`config.mk`:
```
export PLATFORM = sky130hd
export DESIGN_NAME = cnn_layer_accel_job_dispatcher
export DESIGN_NICKNAME = d
export VERILOG_FILES = /design/src/rtl/cnn_layer_accel_pkg.sv /design/src/rtl/cnn_layer_accel_rr_arbiter.sv /design/src/rtl/cnn_layer_accel_job_dispatcher.sv
export SDC_FILE = /design/constraint.sdc
export NUM_CORES = 1
export LEC_CHECK = 0
export CAP_MARGIN = 15
export CORE_UTILIZATION = 37
export CTS_BUF_LIST = sky130_fd_sc_hd__clkbuf_4 sky130_fd_sc_hd__clkbuf_8 sky130_fd_sc_hd__clkbuf_16
export DETAILED_ROUTE_END_ITERATION = 8
export PLACE_DENSITY = 0.82
export SLEW_MARGIN = 20
export SYNTH_ARGS = -nofsm -noshare
export SYNTH_HDL_FRONTEND = slang
export SYNTH_SLANG_ARGS = --single-unit
export TNS_END_PERCENT = 1
```
`constraint.sdc`:
```
create_clock -name clk_core -period 2.8 [get_ports clk_core]
set_input_delay 0.7 -clock clk_core [delete_from_list [all_inputs] [get_ports clk_core]]
set_output_delay 0.7 -clock clk_core [all_outputs]
set_load 0.03 [all_outputs]
```
`src/rtl/cnn_layer_accel_pkg.sv`:
```
// Shared types and constants for the CNN layer accelerator job dispatch path.
package cnn_layer_accel_pkg;

  localparam int unsigned JOB_W     = 128;
  localparam int unsigned QUAD_ID_W = 2;

  typedef enum logic [1:0] {
    ST_IDLE,
    ST_START,
    ST_RUN,
    ST_CPL_ACK
  } disp_state_t;

  function automatic int unsigned quad_id_w(input int unsigned n);
    return (n > 1) ? $clog2(n) : 1;
  endfunction

endpackage

```
`src/rtl/cnn_layer_accel_rr_arbiter.sv`:
```
// Round-robin arbiter: search starts at the pointer, pointer moves past each taken grant.
module cnn_layer_accel_rr_arbiter
#(
  parameter int unsigned N    = 4,
  parameter int unsigned ID_W = 2
) (
  input  logic            clk,
  input  logic            rst_n,
  input  logic [N-1:0]    req,
  input  logic            en,
  output logic [N-1:0]    grant,
  output logic [ID_W-1:0] grant_id,
  output logic            valid
);

  logic [ID_W-1:0] ptr_q;
  int unsigned     idx;

  always_comb begin
    grant    = '0;
    grant_id = '0;
    valid    = 1'b0;
    idx      = 0;
    for (int unsigned k = 0; k < N; k++) begin
      idx = (32'(ptr_q) + k) % N;
      if (!valid && req[idx]) begin
        valid      = 1'b1;
        grant[idx] = 1'b1;
        grant_id   = ID_W'(idx);
      end
    end
  end

  always_ff @(posedge clk or negedge rst_n) begin
    if (!rst_n) begin
      ptr_q <= '0;
    end else if (en && valid) begin
      ptr_q <= (32'(grant_id) == N - 1) ? '0 : ID_W'(32'(grant_id) + 1);
    end
  end

endmodule

```
`src/rtl/cnn_layer_accel_job_dispatcher.sv`:
```
// Job dispatcher: broadcasts layer jobs to all quads, arbitrates fetches, acks completion.
// Optional watchdog enabled with `JOB_TIMEOUT_EN.
module cnn_layer_accel_job_dispatcher
#(
  parameter int unsigned NUM_QUADS   = 4,
  parameter int unsigned JOB_W       = cnn_layer_accel_pkg::JOB_W,
  parameter int unsigned TIMEOUT_CYC = 2**20,
  localparam int unsigned QID_W      = cnn_layer_accel_pkg::quad_id_w(NUM_QUADS)
) (
  input  logic                 clk_core,
  input  logic                 rst,
  input  logic                 host_job_valid,
  output logic                 host_job_ready,
  input  logic [JOB_W-1:0]     host_job_data,
  output logic                 host_job_done,
  output logic                 busy,
  output logic [NUM_QUADS-1:0] job_start,
  input  logic [NUM_QUADS-1:0] job_accept,
  output logic [JOB_W-1:0]     job_parameters,
  input  logic [NUM_QUADS-1:0] job_fetch_request,
  output logic [NUM_QUADS-1:0] job_fetch_ack,
  input  logic [NUM_QUADS-1:0] job_fetch_complete,
  input  logic [NUM_QUADS-1:0] job_complete,
  output logic [NUM_QUADS-1:0] job_complete_ack,
  output logic [QID_W-1:0]     fetch_grant_id,
  output logic                 fetch_busy,
  output logic                 timeout_err
);

  import cnn_layer_accel_pkg::*;

  disp_state_t          state_q, state_d;
  logic [NUM_QUADS-1:0] acc_q, done_q, ack_q;
  logic                 fbusy_q;
  logic [QID_W-1:0]     gid_q;
  logic [JOB_W-1:0]     param_q;
  logic [NUM_QUADS-1:0] arb_grant;
  logic [QID_W-1:0]     arb_id;
  logic                 arb_valid;
  logic                 fc_hit, grant_en, tmo_fire;

  // A complete from the owner frees the port in the same cycle, so the next
  // grant lands on the following edge; the arbiter pointer has already moved past it.
  assign fc_hit   = fbusy_q && job_fetch_complete[gid_q];
  assign grant_en = (state_q == ST_RUN) && !(&done_q) && (!fbusy_q || fc_hit);

  cnn_layer_accel_rr_arbiter #(
    .N    (NUM_QUADS),
    .ID_W (QID_W)
  ) u_arb (
    .clk      (clk_core),
    .rst_n    (rst),
    .req      (job_fetch_request),
    .en       (grant_en),
    .grant    (arb_grant),
    .grant_id (arb_id),
    .valid    (arb_valid)
  );

  always_comb begin
    state_d          = state_q;
    host_job_ready   = 1'b0;
    host_job_done    = 1'b0;
    job_start        = '0;
    job_complete_ack = '0;
    case (state_q)
      ST_IDLE: begin
        host_job_ready = 1'b1;
        if (host_job_valid) state_d = ST_START;
      end
      ST_START: begin
        job_start = ~acc_q;
        if (&(acc_q | job_accept)) state_d = ST_RUN;
      end
      ST_RUN: begin
        if (&done_q && !fbusy_q) state_d = ST_CPL_ACK;
      end
      ST_CPL_ACK: begin
        job_complete_ack = '1;
        host_job_done    = 1'b1;
        state_d          = ST_IDLE;
      end
      default: state_d = ST_IDLE;
    endcase
    if (tmo_fire) begin
      state_d       = ST_IDLE;
      job_start     = '0;
      host_job_done = 1'b1;
    end
  end

  always_ff @(posedge clk_core or negedge rst) begin
    if (!rst) begin
      state_q <= ST_IDLE;
      acc_q   <= '0;
      done_q  <= '0;
      ack_q   <= '0;
      fbusy_q <= 1'b0;
      gid_q   <= '0;
      param_q <= '0;
    end else begin
      state_q <= state_d;
      ack_q   <= '0;
      if (state_q == ST_IDLE && host_job_valid) param_q <= host_job_data;
      if (state_q == ST_START) acc_q <= acc_q | job_accept;
      if (state_q == ST_START || state_q == ST_RUN) done_q <= done_q | job_complete;
      if (fc_hit) fbusy_q <= 1'b0;
      if (grant_en && arb_valid) begin
        ack_q   <= arb_grant;
        fbusy_q <= 1'b1;
        gid_q   <= arb_id;
      end
      if (state_q == ST_CPL_ACK || tmo_fire) begin
        acc_q   <= '0;
        done_q  <= '0;
        ack_q   <= '0;
        fbusy_q <= 1'b0;
      end
    end
  end

  assign busy           = (state_q != ST_IDLE);
  assign job_parameters = param_q;
  assign job_fetch_ack  = ack_q;
  assign fetch_busy     = fbusy_q;
  assign fetch_grant_id = gid_q;

`ifdef JOB_TIMEOUT_EN
  logic [31:0] tmo_cnt_q;
  logic        tmo_err_q;
  logic        tmo_active, tmo_event;

  assign tmo_active = (state_q == ST_START) || (state_q == ST_RUN);
  assign tmo_event  = ((state_q == ST_START) && |(~acc_q & job_accept))
                   || (grant_en && arb_valid) || |job_complete || fc_hit;
  assign tmo_fire   = tmo_active && !tmo_event && (tmo_cnt_q == 32'(TIMEOUT_CYC - 1));

  always_ff @(posedge clk_core or negedge rst) begin
    if (!rst) begin
      tmo_cnt_q <= '0;
      tmo_err_q <= 1'b0;
    end else begin
      if (!tmo_active || tmo_event) tmo_cnt_q <= '0;
      else                          tmo_cnt_q <= tmo_cnt_q + 32'd1;
      if (tmo_fire) tmo_err_q <= 1'b1;
    end
  end

  assign timeout_err = tmo_err_q;
`else
  assign tmo_fire    = 1'b0;
  assign timeout_err = 1'b0;
`endif

endmodule
```
==> flow_metrics.py <==
metrics = {
    "status": {
        "outcome": "finished, final reports clean",
    },
    "pwr": {
        "ir_drop_v": 0.000649,
        "power.total_uw": 13200,
        "p_per_area_nw_per_um2": 1330,
        "total_leakage_power_uw": 0.00417,
    },
    "grt": {
        "grt.met1_usage_pct": 21.3,
        "antenna_found_initial": 0,
        "grt_use_met2_pct": 33.2,
        "grt_pass1_vias": 4879,
        "grt_start_max_net_pins": 91,
        "grt_usage_pct": 19.1,
        "use_met3_pct": 6.27,
        "overflow": 0,
        "grt.busiest_layer": "met2",
        "grt_pass1_wl_mm": 24.6,
    },
    "finish": {
        "design_area_um2": 9930,
        "drive_above_1_share_pct": 25.2,
        "num-nets-final": 881,
        "syn2layout_area_growth_pct": 62.5,
        "diodes": 0,
    },
    "clocking": {
        "clock_sinks": 147,
        "clk_pin_slew_ps": 60,
        "clkLatencyLatePin_ps": 410,
        "htree_num_levels": 4,
        "cts_tree": "built",
        "max-clock-path-buffers": 2,
        "hold_buffers": 0,
        "cts_setup_buffers": 0,
        "cts_root_buffer": "clkbuf_16",
        "post_cts_resized": 4,
        "numCtsBuffers": 17,
    },
    "floorplanning": {
        "dieArea_um2": 17000,
        "num_io_pins": 294,
        "coreArea_um2": 16000,
        "num_rows": 46,
        "die_h_um": 131,
        "fp.dieW_um": 131,
        "start_util_pct": 38.2,
    },
    "hold_path": {
        "min_path_type": "in -> async",
    },
    "sta": {
        "drv_slew": 0,
        "rsz0062_at_grt": "false",
        "slew_headroom_pct": 39.4,
        "setup_tns_ps": 0,
        "period_minus_slack_ps": 2650,
        "tightest_slew_ps": 898,
        "final.setup.worst_slack_ps": 147,
        "hold_slack_ps": 265,
        "hold_violations": 0,
        "clock_skew_ps": 6.43,
        "fin_crit_sh_pct": 94.7,
        "setup_violations": 0,
        "max_freq_mhz": 377,
    },
    "placed_design": {
        "place.gp.congestion": 0.914,
        "port_buffers": 292,
        "hpwl_mm": 12.5,
        "dpl_cell_area_um2": 9330,
        "place_ws_ps": 0.207,
    },
    "setup_path": {
        "worst-path-max-fanout": 4,
        "regToRegSetupSlack_ps": 400,
        "crit_required_ps": 2100,
        "worstPathArrival_ps": 1950,
        "start_kind": "flop",
        "crit_type": "reg -> out",
        "end_kind": "output port",
    },
    "logic_synthesis": {
        "synthFlopType": "dfrtp_1",
        "synth_adder_area_share_pct": 2.66,
        "syn-cell-area_um2": 6110,
        "ys_seq_area_share_pct": 60.2,
        "syn_area_per_cell_um2": 14.5,
        "syn_inst": 422,
        "synth_edf_count": 0,
        "ys_ff_latch": 147,
        "synth_top_family_by_area": "multiplexers",
        "synthMuxAreaShare_pct": 26.0,
        "syn_nets": 582,
        "ys_types": 41,
        "ys_async_sr_fraction_pct": 100,
        "synth_compound_area_share_pct": 4.67,
        "yosys_warnings": 0,
        "synthSimpleGateAreaFrac_pct": 3.21,
        "synth-xor-area-share_pct": 0.143,
    },
    "drt": {
        "wl_per_cell_um": 17.3,
        "vias": 4626,
        "drtAntennaViolNets": 0,
        "dr.pass1.iters": 5,
        "drc": 0,
        "drt_iter0_drc": 140,
        "vias_per_cell": 4.87,
        "totalWireLength_mm": 16.4,
    },
    "flow_run": {
        "maxCapViolCount": 0,
    },
}
placed cells by master (no fill, tap or decap), types with 2 or more instances in the layout:
| master | n |
|---|---|
| a311oi_1 | 4 |
| nor2_1 | 11 |
| a21oi_1 | 11 |
| bufinv_16 | 3 |
| clkinv_2 | 3 |
| clkbuf_8 | 2 |
| o22ai_1 | 2 |
| buf_4 | 12 |
| a31oi_1 | 2 |
| mux2i_1 | 3 |
| inv_1 | 11 |
| dfrtp_1 | 147 |
| o21ai_0 | 12 |
| mux2_2 | 130 |
| o211ai_1 | 2 |
| nor2b_1 | 5 |
| inv_6 | 3 |
| clkinvlp_4 | 3 |
| clkdlybuf4s50_1 | 287 |
| nand4_1 | 2 |
| dlygate4sd2_1 | 4 |
| mux4_2 | 3 |
| clkbuf_16 | 17 |
| nand2_1 | 15 |
| buf_12 | 3 |
| ha_1 | 13 |
through the flow:
stage,utilization [%],cells
final,62.1,949
after detailed placement,58.3,918
after global routing,62.1,949
after floorplan,-,422
after CTS,62.1,949
after global placement,58.3,918
state kept, by name, indices dropped and copies added, names as in the netlist:
name / flops
fetch_grant_id: 2
state_q: 2
job_fetch_ack: 4
fetch_busy: 1
u_arb.ptr_q: 2
job_parameters: 128
done_q: 4
acc_q: 4
synthesized netlist by cell type (4+ instances only):
cell / instances / area, um2
clkbuf_1: 16 / 60.1
inv_1: 11 / 41.3
mux2_2: 130 / 1460
nor2_1: 11 / 41.3
buf_2: 5 / 25.0
buf_4: 5 / 37.5
dfrtp_1: 147 / 3680
ha_1: 13 / 163
o21ai_0: 12 / 60.1
nor2b_1: 5 / 31.3
a21oi_1: 11 / 55.1
a311oi_1: 4 / 35.0
nand2_1: 16 / 60.1
worst paths after layout:
path	to	cells after the start	startpoint
min in group clk_core	job_parameters[116]	1	job_parameters[116]
worst max register to register	job_fetch_ack[3]	7	u_arb.ptr_q[1]
worst min-delay path	job_parameters[121]	1	rst
worst max-delay path	busy	4	state_q[0]
worst min register to register	job_parameters[116]	1	job_parameters[116]
max in group asynchronous	job_parameters[76]	2	rst
where the power goes:
part | total [uW] | switching (uW) | internal [uW]
registers | 3770 | 562 | 3200
clock network | 2300 | 859 | 1450
logic | 7100 | 3820 | 3280
layer usage:
layer  vias up  share of wire, %
li1       2080                 -
met1      2268                37
met2       238                52
met3        40               8.5
met4         0               2.6
met5         -                 0
area by class of cell:
| cell class | count | area, um2 |
|---|---|---|
| Multi-Input combinational cell | 235 | 2250 |
| Clock inverter | 12 | 154 |
| Fill cell | 1236 | 6070 |
| Clock buffer | 19 | 453 |
| Sequential cell | 147 | 3680 |
| Tap cell | 216 | 270 |
| Inverter | 13 | 53.8 |
| Timing Repair Buffer | 307 | 3070 |
cell families after synthesis:
group,Yosys count
flip-flops,147
multiplexers,137
AO/OA/AOI/OAI,43
AND/OR/NAND/NOR,40
buffers and inverters,40
adder cells (fa/ha/maj),13
other,1
XOR/XNOR,1
worst max-delay path, stage by stage (launching register included):
cell and delay, ps:
dfrtp_1 370, inv_1 100, ha_1 280, inv_1 100, clkdlybuf4s50_1 690
No activity file was read; power rests on OpenSTA's default activity.
